## config.mk

```make
export PLATFORM = sky130hd
export DESIGN_NAME = fir_feeder
export DESIGN_NICKNAME = d
export VERILOG_FILES = /design/src/rtl/fir_feeder.sv
export SDC_FILE = /design/constraint.sdc
export NUM_CORES = 1
export LEC_CHECK = 0
export ABC_AREA = 1
export CORE_UTILIZATION = 59
export DETAILED_ROUTE_END_ITERATION = 8
export GPL_ROUTABILITY_DRIVEN = 1
export PLACE_DENSITY = 0.91
export SYNTH_ARGS = -nofsm -noshare
export SYNTH_HDL_FRONTEND = slang
export SYNTH_SLANG_ARGS = --single-unit
```

## constraint.sdc

```tcl
create_clock -name clk -period 3.3 [get_ports clk]
set_input_delay 0.825 -clock clk [delete_from_list [all_inputs] [get_ports clk]]
set_output_delay 0.825 -clock clk [all_outputs]
set_load 0.005 [all_outputs]
```

## src/rtl/fir_feeder.sv

```systemverilog
// Upstream driver for the FIR input: stages coefficients, buffers samples in a FIFO
// and replays them on x_n / s_set_coeffs / s_axis_fir_tvalid in the filter's expected order.
module fir_feeder #(
    parameter int unsigned TAP_SIZE    = 6,
    parameter int unsigned NBR_OF_TAPS = 5,
    parameter int unsigned X_N_SIZE    = 8,
    parameter int unsigned FIFO_DEPTH  = 4
) (
    input  logic                clk,
    input  logic                reset,
    input  logic [X_N_SIZE-1:0] in_data,
    input  logic                in_valid,
    input  logic                in_is_coeff,
    output logic                in_ready,
    output logic [X_N_SIZE-1:0] x_n,
    output logic                s_set_coeffs,
    output logic                s_axis_fir_tvalid,
    output logic                busy,
    output logic [2:0]          coeff_cnt
);

    localparam int unsigned PTR_W = (FIFO_DEPTH > 1) ? $clog2(FIFO_DEPTH) : 1;
    localparam int unsigned CNT_W = $clog2(FIFO_DEPTH) + 1;

    typedef enum logic [1:0] {IDLE, LOAD, GAP, STREAM} state_t;

    state_t               state_q, state_d;
    logic [2:0]           coeff_cnt_q, coeff_cnt_d;
    logic [2:0]           load_left_q, load_left_d;
    logic [TAP_SIZE-1:0]  stage_q [NBR_OF_TAPS];
    logic [TAP_SIZE-1:0]  stage_d [NBR_OF_TAPS];
    logic [X_N_SIZE-1:0]  mem_q [FIFO_DEPTH];
    logic [X_N_SIZE-1:0]  mem_d [FIFO_DEPTH];
    logic [PTR_W-1:0]     wr_ptr_q, wr_ptr_d, rd_ptr_q, rd_ptr_d;
    logic [CNT_W-1:0]     occ_q, occ_d;
    logic [X_N_SIZE-1:0]  x_n_q, x_n_d;
    logic                 set_q, set_d, tvalid_q, tvalid_d;

    logic fifo_full, fifo_empty, load_pending, coeff_ready;
    logic coeff_we, push, pop, clr_cnt;

    assign fifo_full    = (occ_q == CNT_W'(FIFO_DEPTH));
    assign fifo_empty   = (occ_q == '0);
    assign load_pending = (coeff_cnt_q == 3'(NBR_OF_TAPS));
    assign coeff_ready  = !load_pending && (state_q != LOAD);
    assign in_ready     = in_is_coeff ? coeff_ready : !fifo_full;
    assign coeff_we     = in_valid && in_is_coeff && coeff_ready;
    assign push         = in_valid && !in_is_coeff && !fifo_full;

    // Sequencer: LOAD presents staging from the top index down so staging[0] ends in tap 0.
    always_comb begin
        state_d     = state_q;
        load_left_d = load_left_q;
        x_n_d       = '0;
        set_d       = 1'b0;
        tvalid_d    = 1'b0;
        pop         = 1'b0;
        clr_cnt     = 1'b0;
        case (state_q)
            IDLE: begin
                if (load_pending) begin
                    state_d     = LOAD;
                    set_d       = 1'b1;
                    x_n_d       = X_N_SIZE'($signed(stage_q[NBR_OF_TAPS-1]));
                    load_left_d = 3'(NBR_OF_TAPS - 1);
                end else if (!fifo_empty) begin
                    state_d  = STREAM;
                    pop      = 1'b1;
                    tvalid_d = 1'b1;
                    x_n_d    = mem_q[rd_ptr_q];
                end
            end
            LOAD: begin
                if (load_left_q != 3'd0) begin
                    set_d       = 1'b1;
                    x_n_d       = X_N_SIZE'($signed(stage_q[load_left_q - 3'd1]));
                    load_left_d = load_left_q - 3'd1;
                end else begin
                    state_d = GAP;
                    clr_cnt = 1'b1;
                end
            end
            GAP: state_d = IDLE;
            STREAM: begin
                if (load_pending) begin
                    state_d = GAP;
                end else if (!fifo_empty) begin
                    pop      = 1'b1;
                    tvalid_d = 1'b1;
                    x_n_d    = mem_q[rd_ptr_q];
                end else begin
                    state_d = IDLE;
                end
            end
            default: state_d = IDLE;
        endcase
    end

    // Coefficient staging and sample FIFO bookkeeping.
    always_comb begin
        coeff_cnt_d = coeff_cnt_q;
        stage_d     = stage_q;
        mem_d       = mem_q;
        wr_ptr_d    = wr_ptr_q;
        rd_ptr_d    = rd_ptr_q;
        occ_d       = occ_q;
        if (clr_cnt) begin
            coeff_cnt_d = 3'd0;
        end else if (coeff_we) begin
            stage_d[coeff_cnt_q] = in_data[TAP_SIZE-1:0];
            coeff_cnt_d          = coeff_cnt_q + 3'd1;
        end
        if (push) begin
            mem_d[wr_ptr_q] = in_data;
            wr_ptr_d        = wr_ptr_q + PTR_W'(1);
        end
        if (pop) begin
            rd_ptr_d = rd_ptr_q + PTR_W'(1);
        end
        case ({push, pop})
            2'b10:   occ_d = occ_q + CNT_W'(1);
            2'b01:   occ_d = occ_q - CNT_W'(1);
            default: occ_d = occ_q;
        endcase
    end

    always_ff @(posedge clk or posedge reset) begin
        if (reset) begin
            state_q     <= IDLE;
            coeff_cnt_q <= 3'd0;
            load_left_q <= 3'd0;
            stage_q     <= '{default: '0};
            mem_q       <= '{default: '0};
            wr_ptr_q    <= '0;
            rd_ptr_q    <= '0;
            occ_q       <= '0;
            x_n_q       <= '0;
            set_q       <= 1'b0;
            tvalid_q    <= 1'b0;
        end else begin
            state_q     <= state_d;
            coeff_cnt_q <= coeff_cnt_d;
            load_left_q <= load_left_d;
            stage_q     <= stage_d;
            mem_q       <= mem_d;
            wr_ptr_q    <= wr_ptr_d;
            rd_ptr_q    <= rd_ptr_d;
            occ_q       <= occ_d;
            x_n_q       <= x_n_d;
            set_q       <= set_d;
            tvalid_q    <= tvalid_d;
        end
    end

    assign x_n               = x_n_q;
    assign s_set_coeffs      = set_q;
    assign s_axis_fir_tvalid = tvalid_q;
    assign busy              = (state_q != IDLE);
    assign coeff_cnt         = coeff_cnt_q;

endmodule

```

==> results.yml, run 1 <==
worst_setup_path:
  critical_path.reg2reg.startpoint: "coeff_cnt[1]$_DFFE_PP0P_"
  reg2reg_setup_slack_ns: 0.73
  arrival_time_reported_for_the_critical_path_endpoint_ns: 2.12
  timing.reg2reg.worst_path_depth: 11
  crit_type: "in2out"
  cp-end-kind: "primary output"
  r2r-end: "occ_q[2]$_DFFE_PP0P_"
  required_arrival_time_at_the_worst_endpoint_ns: 2.47
  worstSetupStartpointType: "primary input"
  path_max_fanout: 3
floorplan:
  die_area_sq_um: 7480
  chipHeight_microns: 86.5
  floorplan.core_area_sq_um: 6830
  rows: 30
  boundaryPins: 27
  floorplan.initialDensity_pct: 61.7
  dieWidth_microns: 86.5
drt:
  drcViolationCount: 0
  postRouteAntennaNets: 0
  routed_wirelength_microns: 9270
  routedWlPerCell_microns: 15.0
  routed_vias_inst: 5.65
  drt_first_iter_violations: 527
  via_count: 3486
  dr.pass1.iters: 5
power_and_ir_drop:
  power_leakage_nw: 2.36
  areal_power_density_over_the_cells_nw_per_um2: 999
  vdd_drop_max_uv: 351
layout:
  ant_cells: 0
  layout.filler_cells: 499
  layoutNonFillerInstCount: 617
  share_of_cells_above_drive_strength_1_pct: 6.53
  final_core_utilization_pct: 69.0
  multiInputGateArea_sq_um: 1760
  final_design_area_no_fill_sq_um: 4710
  fin_nets: 542
  areaGrowthSynthToFinish_pct: 11.9
  register_area_sq_um: 2180
grt:
  grt_start_max_net_pins: 60
  global_route_wire_length_before_repair_microns: 15700
  number_of_antenna_violations_at_the_first_check_in_global_routing: 0
  grt_overflow_total: 0
  grt_usage_pct: 27.4
  first_global_vias: 3305
hold_path:
  min-delay-path-class: "reg2reg"
  whs_path_depth: 2
  hold-path-endpoint: "mem_q[30]$_DFFE_PP0P_"
  worst_min_path_start: "mem_q[30]$_DFFE_PP0P_"
timing:
  rsz0062_at_grt: "no"
  clock_skew_ns: 0.0120
  setup_violations: 0
  fin_worst_hold_slack_ns: 0.488
  slew-limit-headroom_pct: 65.1
  post-route-period-util_pct: 89.3
  worst_pin_slew_ns: 0.523
  maxSlewViolCount: 0
  layout_min_cycle_time_ns: 2.95
  total_count_of_hold_check_failures_in_the_final_report: 0
  achievable-frequency_mhz: 339
  setup_total_negative_slack_ns: 0
synthesis:
  synth_edf_count: 0
  synth_seq_area_share_pct: 51.7
  synth_area_per_cell_sq_um: 8.53
  async_flop_share_pct: 100
  syn-instance-count: 494
  mappedNetlistArea_sq_um: 4210
  synth_flop_cell: "sky130_fd_sc_hd__dfrtp_1"
  ys_warn_count: 0
  yosysUniqueCellTypes: 28
  ys_seq_elements: 87
  synthesis.nets: 520
clocking:
  post_cts.repair.setup_buffers: 0
  ctsRootBufferMaster: "sky130_fd_sc_hd__clkbuf_8"
  cts_buffer_depth: 2
  worst_skew_pair.late_latency_ns: 0.37
  post_cts.resized_instances: 0
  clock_sinks: 87
  cts_inserted_buffers: 9
  clk_pin_slew_ns: 0.09
  tritoncts: "built"
  cts_max_level: 3
  hold_buffers: 0
status:
  run_status: "complete, no violations"
place:
  buffer_ports.inserted: 26
  dpl.cell_count: 601
  place_area_sq_um: 4510
  place_congestion: 0.850
  detailedPlacementHpwl_microns: 6310
flow_run:
  drv_cap: 0
==> through the flow <==
stage / setup slack (ns) / total power, mW
floorplan: 0.225 / 3.31
global placement: 0.373 / 3.74
detailed placement: 0.276 / 3.87
CTS: 0.351 / 4.68
global route: 0.242 / 5.06
finish: 0.354 / 4.71
==> worst max path at each step <==
stage | depth (start not counted) | to | from
after floorplan | 1 | coeff_cnt[0]$_DFFE_PP0P_ | reset
after global placement | 9 | occ_q[2]$_DFFE_PP0P_ | in_is_coeff
after detailed placement | 9 | occ_q[2]$_DFFE_PP0P_ | in_is_coeff
after CTS | 4 | in_ready | in_is_coeff
after global routing | 6 | in_ready | coeff_cnt[1]$_DFFE_PP0P_
final | 4 | in_ready | in_is_coeff
==> placed cells by master, fill, tap and decap left out, drive strengths merged <==
| master | netlist | layout |
|---|---|---|
| inv | 43 | 44 |
| nor2 | 35 | 35 |
| buf | 15 | 1 |
| clkinv | 1 | 5 |
| nand2 | 147 | 147 |
| clkdlybuf4s50 | 0 | 26 |
| xor2 | 6 | 6 |
| xnor2 | 1 | 1 |
| dfrtp | 87 | 87 |
| nand3 | 25 | 25 |
| o22ai | 2 | 2 |
| o21a | 4 | 4 |
| o21ai | 93 | 93 |
| or2 | 2 | 2 |
| o211ai | 3 | 3 |
| nand4 | 6 | 6 |
| ha | 13 | 13 |
| a21oi | 8 | 8 |
| nor3 | 1 | 1 |
| clkbuf | 1 | 10 |
| bufinv | 0 | 1 |
| fa | 1 | 1 |
==> state kept, by name, indices dropped and copies added, names as in the netlist <==
name	flops
coeff_cnt	3
load_left_q	3
mem_q	32
state_q	2
x_n	8
rd_ptr_q	2
s_axis_fir_tvalid	1
wr_ptr_q	2
stage_q	30
occ_q	3
s_set_coeffs	1
==> cells by family after synthesis <==
family                   share of synthesized area, %
adder cells (fa/ha/maj)                          4.34
AND/OR/NAND/NOR                                  21.7
XOR/XNOR                                         1.63
buffers and inverters                            6.44
flip-flops                                       51.7
AO/OA/AOI/OAI                                    14.3
==> final cells by class <==
class / instances / share of cell area, %
flip-flops and latches: 87 / 46.2
well taps: 96 / 2.55
multi-input cells: 347 / 37.4
clock inverters: 6 / 1.41
repair buffers: 27 / 5.95
inverters: 44 / 3.53
clock buffers: 10 / 2.92
==> worst max-delay path: stages <==
cell                              delay (ns)
sky130_fd_sc_hd__clkdlybuf4s50_1        0.45
sky130_fd_sc_hd__or2_4                  0.29
sky130_fd_sc_hd__nand2_1                0.07
sky130_fd_sc_hd__clkdlybuf4s50_1        0.49
==> cell usage after synthesis, types with 4 or more instances <==
master,count,area share (%)
sky130_fd_sc_hd__a21oi_1,8,0.95
sky130_fd_sc_hd__buf_2,10,1.2
sky130_fd_sc_hd__buf_6,4,1.1
sky130_fd_sc_hd__dfrtp_1,87,52
sky130_fd_sc_hd__ha_1,13,3.9
sky130_fd_sc_hd__inv_1,43,3.8
sky130_fd_sc_hd__nand2_1,143,13
sky130_fd_sc_hd__nand2_4,4,1.1
sky130_fd_sc_hd__nand3_1,25,3.0
sky130_fd_sc_hd__nand4_1,6,0.89
sky130_fd_sc_hd__nor2_1,34,3.0
sky130_fd_sc_hd__o21a_1,4,0.71
sky130_fd_sc_hd__o21ai_0,61,7.2
sky130_fd_sc_hd__o21ai_1,24,2.9
sky130_fd_sc_hd__o21ai_2,8,1.7
sky130_fd_sc_hd__xor2_1,5,1.0
==> report_power, final <==
group          internal (mW)  switching, mW  leakage, nW
logic                  0.785           1.24         1.15
clock network          0.375          0.395        0.107
registers               1.55          0.360         1.10
total                   2.71           2.00         2.36
==> per-layer routing <==
metal  routed length [microns]  global-route usage [%]  up-vias  part of all wire, %
li1                          -                       -     1645                    -
met1                      3960                    36.8     1670                   43
met2                      4520                    44.2      145                   49
met3                       578                    5.24       26                  6.2
met4                       212                    11.2        0                  2.3
met5                         0                       0        -                    0
Note: power is estimated with default switching activity, not from simulation.
==> run 2, diff against run 1 <==
- ABC_AREA: 1 -> 0
- PLACE_DENSITY: 0.91 -> 0.92
==> run 2 against run 1 <==
  * Global-route usage shrank 2.6 points
  * Clock power grew 2%
  * Combinational power shrank 4%
  * Final area shrank 0.96%
==> results.yml, run 2 <==
status:
  run_status: "complete, no violations"
clocking:
  cts_max_level: 3
  cts_buffer_depth: 2
  ctsRootBufferMaster: "sky130_fd_sc_hd__clkbuf_8"
  clock_sinks: 87
  post_cts.resized_instances: 0
  hold_buffers: 0
  tritoncts: "built"
  worst_skew_pair.late_latency_ns: 0.36
  cts_inserted_buffers: 9
  clk_pin_slew_ns: 0.09
  post_cts.repair.setup_buffers: 0
floorplan:
  rows: 29
  chipHeight_microns: 85.1
  dieWidth_microns: 85.1
  die_area_sq_um: 7250
  floorplan.core_area_sq_um: 6490
  floorplan.initialDensity_pct: 62.8
  boundaryPins: 27
place:
  placement.setup.worst_slack_ns: 0.391
  detailedPlacementHpwl_microns: 5510
  dpl.cell_count: 399
  place_congestion: 0.925
  buffer_ports.inserted: 26
  place_area_sq_um: 4450
grt:
  grt_start_max_net_pins: 48
  grt_overflow_total: 0
  global_route_wire_length_before_repair_microns: 13300
  first_global_vias: 2645
  number_of_antenna_violations_at_the_first_check_in_global_routing: 0
  grt_usage_pct: 24.9
layout:
  layout_common_cells: "sky130_fd_sc_hd__dfrtp_1, sky130_fd_sc_hd__mux2_2, sky130_fd_sc_hd__clkdlybuf4s50_1"
  ant_cells: 0
  largest_register_ffs: 32
  final_design_area_no_fill_sq_um: 4670
  mostFrequentLayoutCell: "sky130_fd_sc_hd__dfrtp_1"
  layoutNonFillerInstCount: 415
  areaGrowthSynthToFinish_pct: 14.5
  fin_nets: 359
  share_of_cells_above_drive_strength_1_pct: 31.4
  layout.filler_cells: 408
  largest_register: "mem_q"
worst_setup_path:
  required_arrival_time_at_the_worst_endpoint_ns: 2.47
  critical_path_cell_count: 6
  critical-path-slowest-cell: "sky130_fd_sc_hd__clkdlybuf4s50_1"
  worstSetupStartpointType: "register"
  path_max_fanout: 13
  cpPeakStageDelay_ns: 0.51
  number_of_buffer_and_inverter_stages_on_the_critical_path: 2
  largest_delay_share_family_worst_path: "buffers and inverters"
  timing.reg2reg.worst_path_depth: 8
  critical_path.reg2reg.startpoint: "coeff_cnt[1]$_DFFE_PP0P_"
  cp_cell_sequence: "inv_1 > ha_1 > a21oi_1 > nand2_1 > o21ai_0 > clkdlybuf4s50_1"
  reg2reg_setup_slack_ns: 0.85
  r2r-end: "occ_q[1]$_DFFE_PP0P_"
  cp-end-kind: "primary output"
  arrival_time_reported_for_the_critical_path_endpoint_ns: 2.20
  crit_type: "reg2out"
timing:
  achievable-frequency_mhz: 331
  maxSlewViolCount: 0
  total_count_of_hold_check_failures_in_the_final_report: 0
  slew-limit-headroom_pct: 52.1
  layout_min_cycle_time_ns: 3.02
  rsz0062_at_grt: "no"
  post-route-period-util_pct: 91.6
  setup_violations: 0
  clock_skew_ns: 0.0104
  fin_ws_ns: 0.276
  worst_pin_slew_ns: 0.713
  setup_total_negative_slack_ns: 0
synthesis:
  most_frequent_cell_after_synthesis: "sky130_fd_sc_hd__dfrtp_1"
  synth_area_per_cell_sq_um: 13.6
  synth_top_cell_by_area: "sky130_fd_sc_hd__dfrtp_1"
  synthesized_area_fraction_occupied_by_adder_cells_pct: 4.48
  synth_common_cells: "sky130_fd_sc_hd__dfrtp_1, sky130_fd_sc_hd__mux2_2, sky130_fd_sc_hd__mux4_2, sky130_fd_sc_hd__nand2_1, sky130_fd_sc_hd__o21ai_0"
  synth_xor_xnor_area_share_pct: 1.50
  async_flop_share_pct: 100
  synthesis.nets: 325
  synth_mux_area_share_pct: 25.4
  mappedNetlistArea_sq_um: 4080
  syn-instance-count: 299
  synth_seq_area_share_pct: 53.4
  synth_edf_count: 0
  synthTopCellsByArea: "sky130_fd_sc_hd__dfrtp_1, sky130_fd_sc_hd__mux2_2, sky130_fd_sc_hd__mux4_2, sky130_fd_sc_hd__ha_1, sky130_fd_sc_hd__o21ai_0"
  synth_flop_cell: "sky130_fd_sc_hd__dfrtp_1"
  yosysUniqueCellTypes: 39
  synth_compound_gate_area_share_pct: 6.75
  synth-simple-area-share_pct: 6.78
  ys_warn_count: 0
  main_combinational_cell_family_by_area_after_synthesis: "multiplexers"
  yosysTopAreaCellShare_pct: 53.4
  ys_seq_elements: 87
drt:
  dr.pass1.iters: 4
  routedWlPerCell_microns: 19.6
  drt_first_iter_violations: 176
  postRouteAntennaNets: 0
  drcViolationCount: 0
  routed_wirelength_microns: 8150
  routed_vias_inst: 6.24
  via_count: 2588
hold_path:
  whs_path_depth: 1
  min-delay-path-class: "reg2reg"
  hold-path-endpoint: "stage_q[20]$_DFFE_PP0P_"
  worst_min_path_start: "stage_q[20]$_DFFE_PP0P_"
power_and_ir_drop:
  power_leakage_nw: 2.02
  vdd_drop_max_uv: 529
  areal_power_density_over_the_cells_nw_per_um2: 1000
flow_run:
  drv_cap: 0
==> run 2: cell count changes in the layout (fill, tap and decap cells not counted), sizes merged, moves of 4 or more <==
cell    change
a22o        +5
nand3      -16
mux2       +63
mux4       +14
a22oi       +5
o21ai      -79
nand2     -129
inv        -34
a21oi       +5
o21a        -4
nand4       -4
nor2       -28
clkinv      -4
==> run 2: layout make-up <==
cell class / count / area [sq um] / area share [%]
clock buffers: 12 / 165 / 3.54
clock inverters: 4 / 52.6 / 1.13
inverters: 11 / 42.5 / 0.912
multi-input cells: 194 / 1830 / 39.2
flip-flops and latches: 87 / 2180 / 46.6
well taps: 77 / 96.3 / 2.06
repair buffers: 30 / 303 / 6.49
==> run 2: kinds of logic (layout without fill, tap and decap cells) <==
logic type | after synthesis | in the layout
simple gates | 51 | 51
mux | 78 | 78
fa+ha+maj | 14 | 14
compound gates | 44 | 44
xor+xnor | 7 | 7
buf+inv | 18 | 57
flops | 87 | 87
==> run 2: worst max path at each step <==
stage	start	to	slack (ns)
after global routing	state_q[1]$_DFFE_PP0P_	in_ready	0.18
after floorplan	reset	coeff_cnt[0]$_DFFE_PP0P_	0.22
after detailed placement	in_is_coeff	in_ready	0.39
after CTS	state_q[1]$_DFFE_PP0P_	in_ready	0.29
after global placement	in_is_coeff	in_ready	0.40
final	state_q[1]$_DFFE_PP0P_	in_ready	0.28
==> run 2: worst register-to-register path, stage by stage (launching register included) <==
cell                      delay, ns
sky130_fd_sc_hd__dfrtp_1       0.48
sky130_fd_sc_hd__inv_1         0.11
sky130_fd_sc_hd__ha_1          0.27
sky130_fd_sc_hd__and2_1        0.24
sky130_fd_sc_hd__nor3_1        0.18
sky130_fd_sc_hd__buf_4         0.16
sky130_fd_sc_hd__ha_1          0.20
sky130_fd_sc_hd__fa_1          0.44
sky130_fd_sc_hd__mux2_2        0.27
==> run 2: report_power, final <==
group | switching [mW] | total, mW | leakage, nW | internal (mW)
Combinational | 0.848 | 1.94 | 0.844 | 1.09
Sequential | 0.378 | 1.95 | 1.07 | 1.57
Clock | 0.374 | 0.785 | 0.101 | 0.412
==> run 2: layer usage <==
layer  part of all wire (%)  global-route usage (%)  wire, microns  vias up
met5                      0                       0              0        -
met4                    2.0                    7.09            159        0
met3                    4.5                    7.49            363       17
met2                     50                    41.5           4110       68
met1                     43                    31.7           3520     1342
li1                       -                       -              -     1161
==> run 2: per-stage QoR <==
stage,util [%],hold slack [ns],total power [mW]
floorplan,-,0.459,3.29
global placement,68.5,0.470,3.72
detailed placement,68.5,0.488,3.87
CTS,71.9,0.507,4.68
global route,71.9,0.522,4.95
finish,71.9,0.506,4.67
==> patch 1 (flow settings as in run 2) <==
The parameter `FIFO_DEPTH` goes from 4 to 8.
--- a/src/rtl/fir_feeder.sv
+++ b/src/rtl/fir_feeder.sv
@@ -5,5 +5,5 @@
     parameter int unsigned NBR_OF_TAPS = 5,
     parameter int unsigned X_N_SIZE    = 8,
-    parameter int unsigned FIFO_DEPTH  = 4
+    parameter int unsigned FIFO_DEPTH  = 8
 ) (
     input  logic                clk,
Check against the original RTL: not equivalent (Yosys sat finds a counterexample within 10 cycles, from zero or initial values and one cycle with reset high).
==> patch 1 against run 2 <==
  * Synthesized area grew 45%
  * Power grew 58%
  * Wire length grew 55%
  * Final area grew 48%
  * Synthesized cell count grew 38%
  * Sequential cell count grew 35
  * Die area grew 44%
  * Setup slack lost 110 ps
==> patch 1: results (changes against run 2) <==
----------------------------------------------------
[Placement]
  Post-placement setup slack ... 411.3 ps (+20.35 ps)

[Final layout]
  # fillers ... 597 (+46%)
  Share of cells above drive strength 1 ... 0.3891 (+0.07552)
  Flip-flop count of the largest register, all copies and words added ... 64 (+100%)

[Route]
  Wire length the detailed router placed on met1 ... 5002 um (+42%)
  Met3 routed WL ... 739 um (+100%)
  Wirelength per Cell ... 21.31 um (+8.5%)
  Final wirelength ... 12,640 um (+55%)

[Logic synthesis]
  Top post-synthesis cells by count ... 122 x sky130_fd_sc_hd__dfrtp_1, 84 x sky130_fd_sc_hd__mux2_2, 22 x sky130_fd_sc_hd__mux4_2
  Synthesized net count ... 439 (+35%)
  Post-synthesis cell type count ... 49 (+26%)
  Proportion of synthesized chip area in sequential cells ... 0.5164 (-0.01750)
  Synthesized-area fraction occupied by ao, oa, aoi and oai cells ... 0.03556 (-0.03195)
  Mux cell area share after synthesis ... 0.2963 (+0.04254)
  Dominant cells by area after synthesis ... sky130_fd_sc_hd__dfrtp_1 52%, sky130_fd_sc_hd__mux2_2 16%, sky130_fd_sc_hd__mux4_2 8.4%, sky130_fd_sc_hd__mux2_4 3.6%, sky130_fd_sc_hd__ha_1 2.8%

[CTS]
  Clock slew at the register clock pins of the worst setup and hold paths ... 70 ps (-20 ps)
  H-Tree Level Count ... 4 (+1)
  Insertion delay of the later-clocked pin in the worst-skew pair ... 540 ps (+180 ps)

[Critical path]
  Number of cells traversed by the worst register-to-register path ... 9 (+1)
  Worst endpoint data arrival time ... 2310 ps (+110 ps)
  Start of the worst register-to-register path ... coeff_cnt[0]
  Critical register-to-register path endpoint ... occ_q[3]

[Global route]
  Global-route wire length before repair ... 20,590 um (+55%)
  Vias in the first global route ... 3,877 (+47%)

[STA]
  Worst slew pin tran ... 826.5 ps (+113.6 ps)
  Period utilization ... 0.9497 (+0.03327)
  Clk_skew ... 14.74 ps (+4.379 ps)

[Pwr]
  Leakage Power ... 0.003035 uW (+50%)
  Peak supply drop ... 445.5 uV (-16%)
  Relative contribution of sequential cells to total power ... 0.383 (-0.034)
  Logic gate share of total power ... 0.375 (-0.040)

[Status]
  Status ... finished, final reports clean

----------------------------------------------------
[patch 1: changes by cell type after synthesis, sizes merged, moves of 5 or more]
cell    before  now
dfrtp       87  122
o21ai       14    7
mux4        14   22
o221ai       1    7
mux2        63   98
a22oi        5    0
clkbuf       3   11
buf          4   15
a22o         5    0
a21oi       13    4
mux2i        1   10
nand2b       2    7
[patch 1: cell type report]
cell class | count | area [um2] | share of cell area
Clock buffer | 17 | 414.1 | 0.05992
Clock inverter | 15 | 151.4 | 0.02190
Inverter | 15 | 60.06 | 0.008689
Multi-Input combinational cell | 251 | 2663 | 0.3852
Sequential cell | 122 | 3054 | 0.4419
Tap cell | 133 | 166.4 | 0.02408
Timing Repair Buffer | 40 | 402.9 | 0.05829
[patch 1: worst max-delay path: cells and delay by family (launching register included)]
family	cells	cell delay (ps)
flip-flops	1	470
AO/OA/AOI/OAI	1	60
adder cells (fa/ha/maj)	1	280
AND/OR/NAND/NOR	3	460
buffers and inverters	1	510
[patch 1: what timing repair did]
item | 4_1_cts | 5_1_grt
hold endpoints to repair | 0 | 0
endpoints found under the setup margin | 0 | 1
resized for setup | 0 | 2
[patch 1: worst min path at each step]
stage                             end   startpoint  slack [ps]  cells past startpoint
after floorplan             mem_q[48]    mem_q[48]         470                      1
after global placement    stage_q[15]  stage_q[15]         480                      1
after detailed placement  stage_q[26]  stage_q[26]         490                      1
after CTS                 stage_q[26]  stage_q[26]         500                      1
after global routing         mem_q[3]     mem_q[3]         520                      1
final                     stage_q[26]  stage_q[26]         500                      1
[patch 1: per-stage QoR]
step / area [um2] / power, uW
2_1_floorplan: 5916 / 4760
3_3_place_gp: 6344 / 5308
3_5_place_dp: 6344 / 5531
4_1_cts: 6909 / 7394
5_1_grt: 6912 / 7810
6_report: 6912 / 7390
==> patch 2 (config.mk and constraints of run 2) <==
Made on the original files. The 4 states of `state_t` get a one-hot encoding in 4 bits.
--- a/src/rtl/fir_feeder.sv
+++ b/src/rtl/fir_feeder.sv
@@ -23,5 +23,5 @@
     localparam int unsigned CNT_W = $clog2(FIFO_DEPTH) + 1;
 
-    typedef enum logic [1:0] {IDLE, LOAD, GAP, STREAM} state_t;
+    typedef enum logic [3:0] {IDLE = 4'b0001, LOAD = 4'b0010, GAP = 4'b0100, STREAM = 4'b1000} state_t;
 
     state_t               state_q, state_d;
Behaviour: same outputs for any inputs over 10 cycles, from zero or initial values and one cycle with reset high; not proved beyond that.
==> patch 2 against run 2 <==
  * Power is 4.7% lower
  * Final cell count is 4.3% lower
  * Sequential cell count is 2 higher
  * Global-route usage is 1.3 points lower
  * Count of clock-buffer cells in the layout is 3 lower
  * Synthesized area is 0.34% lower
  * Synthesized cell count is 6.7% lower
  * Sequential share of layout area is 1.4 points higher
  * Largest cell class unchanged
  * Wire length is 8.1% lower
  * Final area is 0.54% lower
  * Setup slack better by 49 ps
  * Hold slack worse by 6.0 ps
==> patch 2: results (changes against run 2) <==
----------------------------------------------------
[Status]
  Status ... finished, final reports clean

[Min path]
  Sink of the worst hold path ... occ_q[2]

[Route]
  Wirelength per Cell ... 18.86 um (-4.0%)
  Initial drt markers ... 81 (-54%)
  Wire length the detailed router placed on met1 ... 3440 um (-2.2%)
  Via count ... 2,390 (-7.7%)
  Met3 routed WL ... 216 um (-40%)

[Placement]
  Final Wtd Congestion ... 0.7930 (-14%)
  Dpl hpwl ... 5272 um (-4.4%)
  Post-placement setup slack ... 366.2 ps (-24.80 ps)

[Final layout]
  Share of cells above drive strength 1 ... 0.3594 (+0.04577)
  Final layout net count ... 338 (-5.8%)

[Pwr]
  Leakage Power ... 0.002012 uW (-0.30%)
  Peak supply drop ... 433.2 uV (-18%)

[Critical path]
  Critical register-to-register path endpoint ... occ_q[2]
  Maximum net fanout on the critical path ... 8 (-5)
  Worst-case register-to-register setup slack ... 650 ps (-200 ps)
  Number of cells traversed by the worst register-to-register path ... 10 (+2)

[STA]
  Clk_skew ... 7.256 ps (-3.100 ps)
  WHS ... 499.5 ps (-5.964 ps)
  Relative max-transition margin ... 0.5676 (+0.04652)

[Global route]
  Pin count of the biggest net entering global routing ... 37 (-23%)
  Vias in the first global route ... 2,517 (-4.8%)
  Global-route usage over all layers ... 0.2350 (-0.01347)
  Global-route wire length before repair ... 12,780 um (-3.9%)

[Logic synthesis]
  Dominant cells by area after synthesis ... sky130_fd_sc_hd__dfrtp_1 54%, sky130_fd_sc_hd__mux2_2 17%, sky130_fd_sc_hd__mux4_2 7.8%, sky130_fd_sc_hd__ha_1 2.8%, sky130_fd_sc_hd__a221o_1 1.2%
  Top post-synthesis cells by count ... 88 x sky130_fd_sc_hd__dfrtp_1, 62 x sky130_fd_sc_hd__mux2_2, 14 x sky130_fd_sc_hd__mux4_2
  Proportion of synthesized chip area in sequential cells ... 0.5483 (+0.01443)
  Synthesized net count ... 301 (-7.4%)
  Portion of synthesized cell area occupied by the leading cell type ... 0.5419 (+0.007966)
  Post-synthesis cell type count ... 46 (+18%)

[CTS]
  Insertion delay of the later-clocked pin in the worst-skew pair ... 340 ps (-20 ps)

----------------------------------------------------
==> patch 2: changes by cell type in the layout (fill, tap and decap cells not counted), sizes merged, moves of 4 or more <==
cell,delta
a21oi,-12
a221o,+5
a22o,-5
a22oi,-5
and2,+4
ha,-4
nand3,-6
nor3b,+4
o21ai,-8
==> patch 2: worst max path at each step <==
| stage | from | endpoint | slack (ps) | cells past startpoint |
|---|---|---|---|---|
| final | coeff_cnt[1] | in_ready | 320 | 6 |
| after CTS | coeff_cnt[1] | in_ready | 310 | 6 |
| after detailed placement | in_is_coeff | in_ready | 370 | 4 |
| after global placement | in_is_coeff | in_ready | 400 | 4 |
| after floorplan | reset | coeff_cnt[0] | 170 | 1 |
| after global routing | coeff_cnt[1] | in_ready | 170 | 6 |
==> patch 2: final cells by class <==
cell class              count  area, um2
repair buffers             33      325.3
multi-input cells         172       1757
well taps                  77      96.34
clock inverters             6      68.82
inverters                  11      42.54
flip-flops and latches     89       2228
clock buffers               9      123.9
fillers                   414       1853
==> patch 2: logic make-up after synthesis <==
family	after synthesis	synth area share
multiplexers	78	0.2543
AND/OR/NAND/NOR	55	0.08990
adder cells (fa/ha/maj)	10	0.03264
buffers and inverters	18	0.01940
XOR/XNOR	8	0.01724
flip-flops	89	0.5483
AO/OA/AOI/OAI	21	0.03818
==> patch 2: power by group <==
| part | leakage (uW) | internal [uW] | switching [uW] |
|---|---|---|---|
| combinational | 0.000820 | 1030 | 718 |
| sequential | 0.00110 | 1610 | 367 |
| clock | 0.0000957 | 350 | 377 |
==> patch 2: per-layer routing <==
layer	up-vias	global-route usage
met3	10	0.03696
met5	-	0
li1	1099	-
met1	1232	0.3254
met4	0	0.09553
met2	49	0.3776
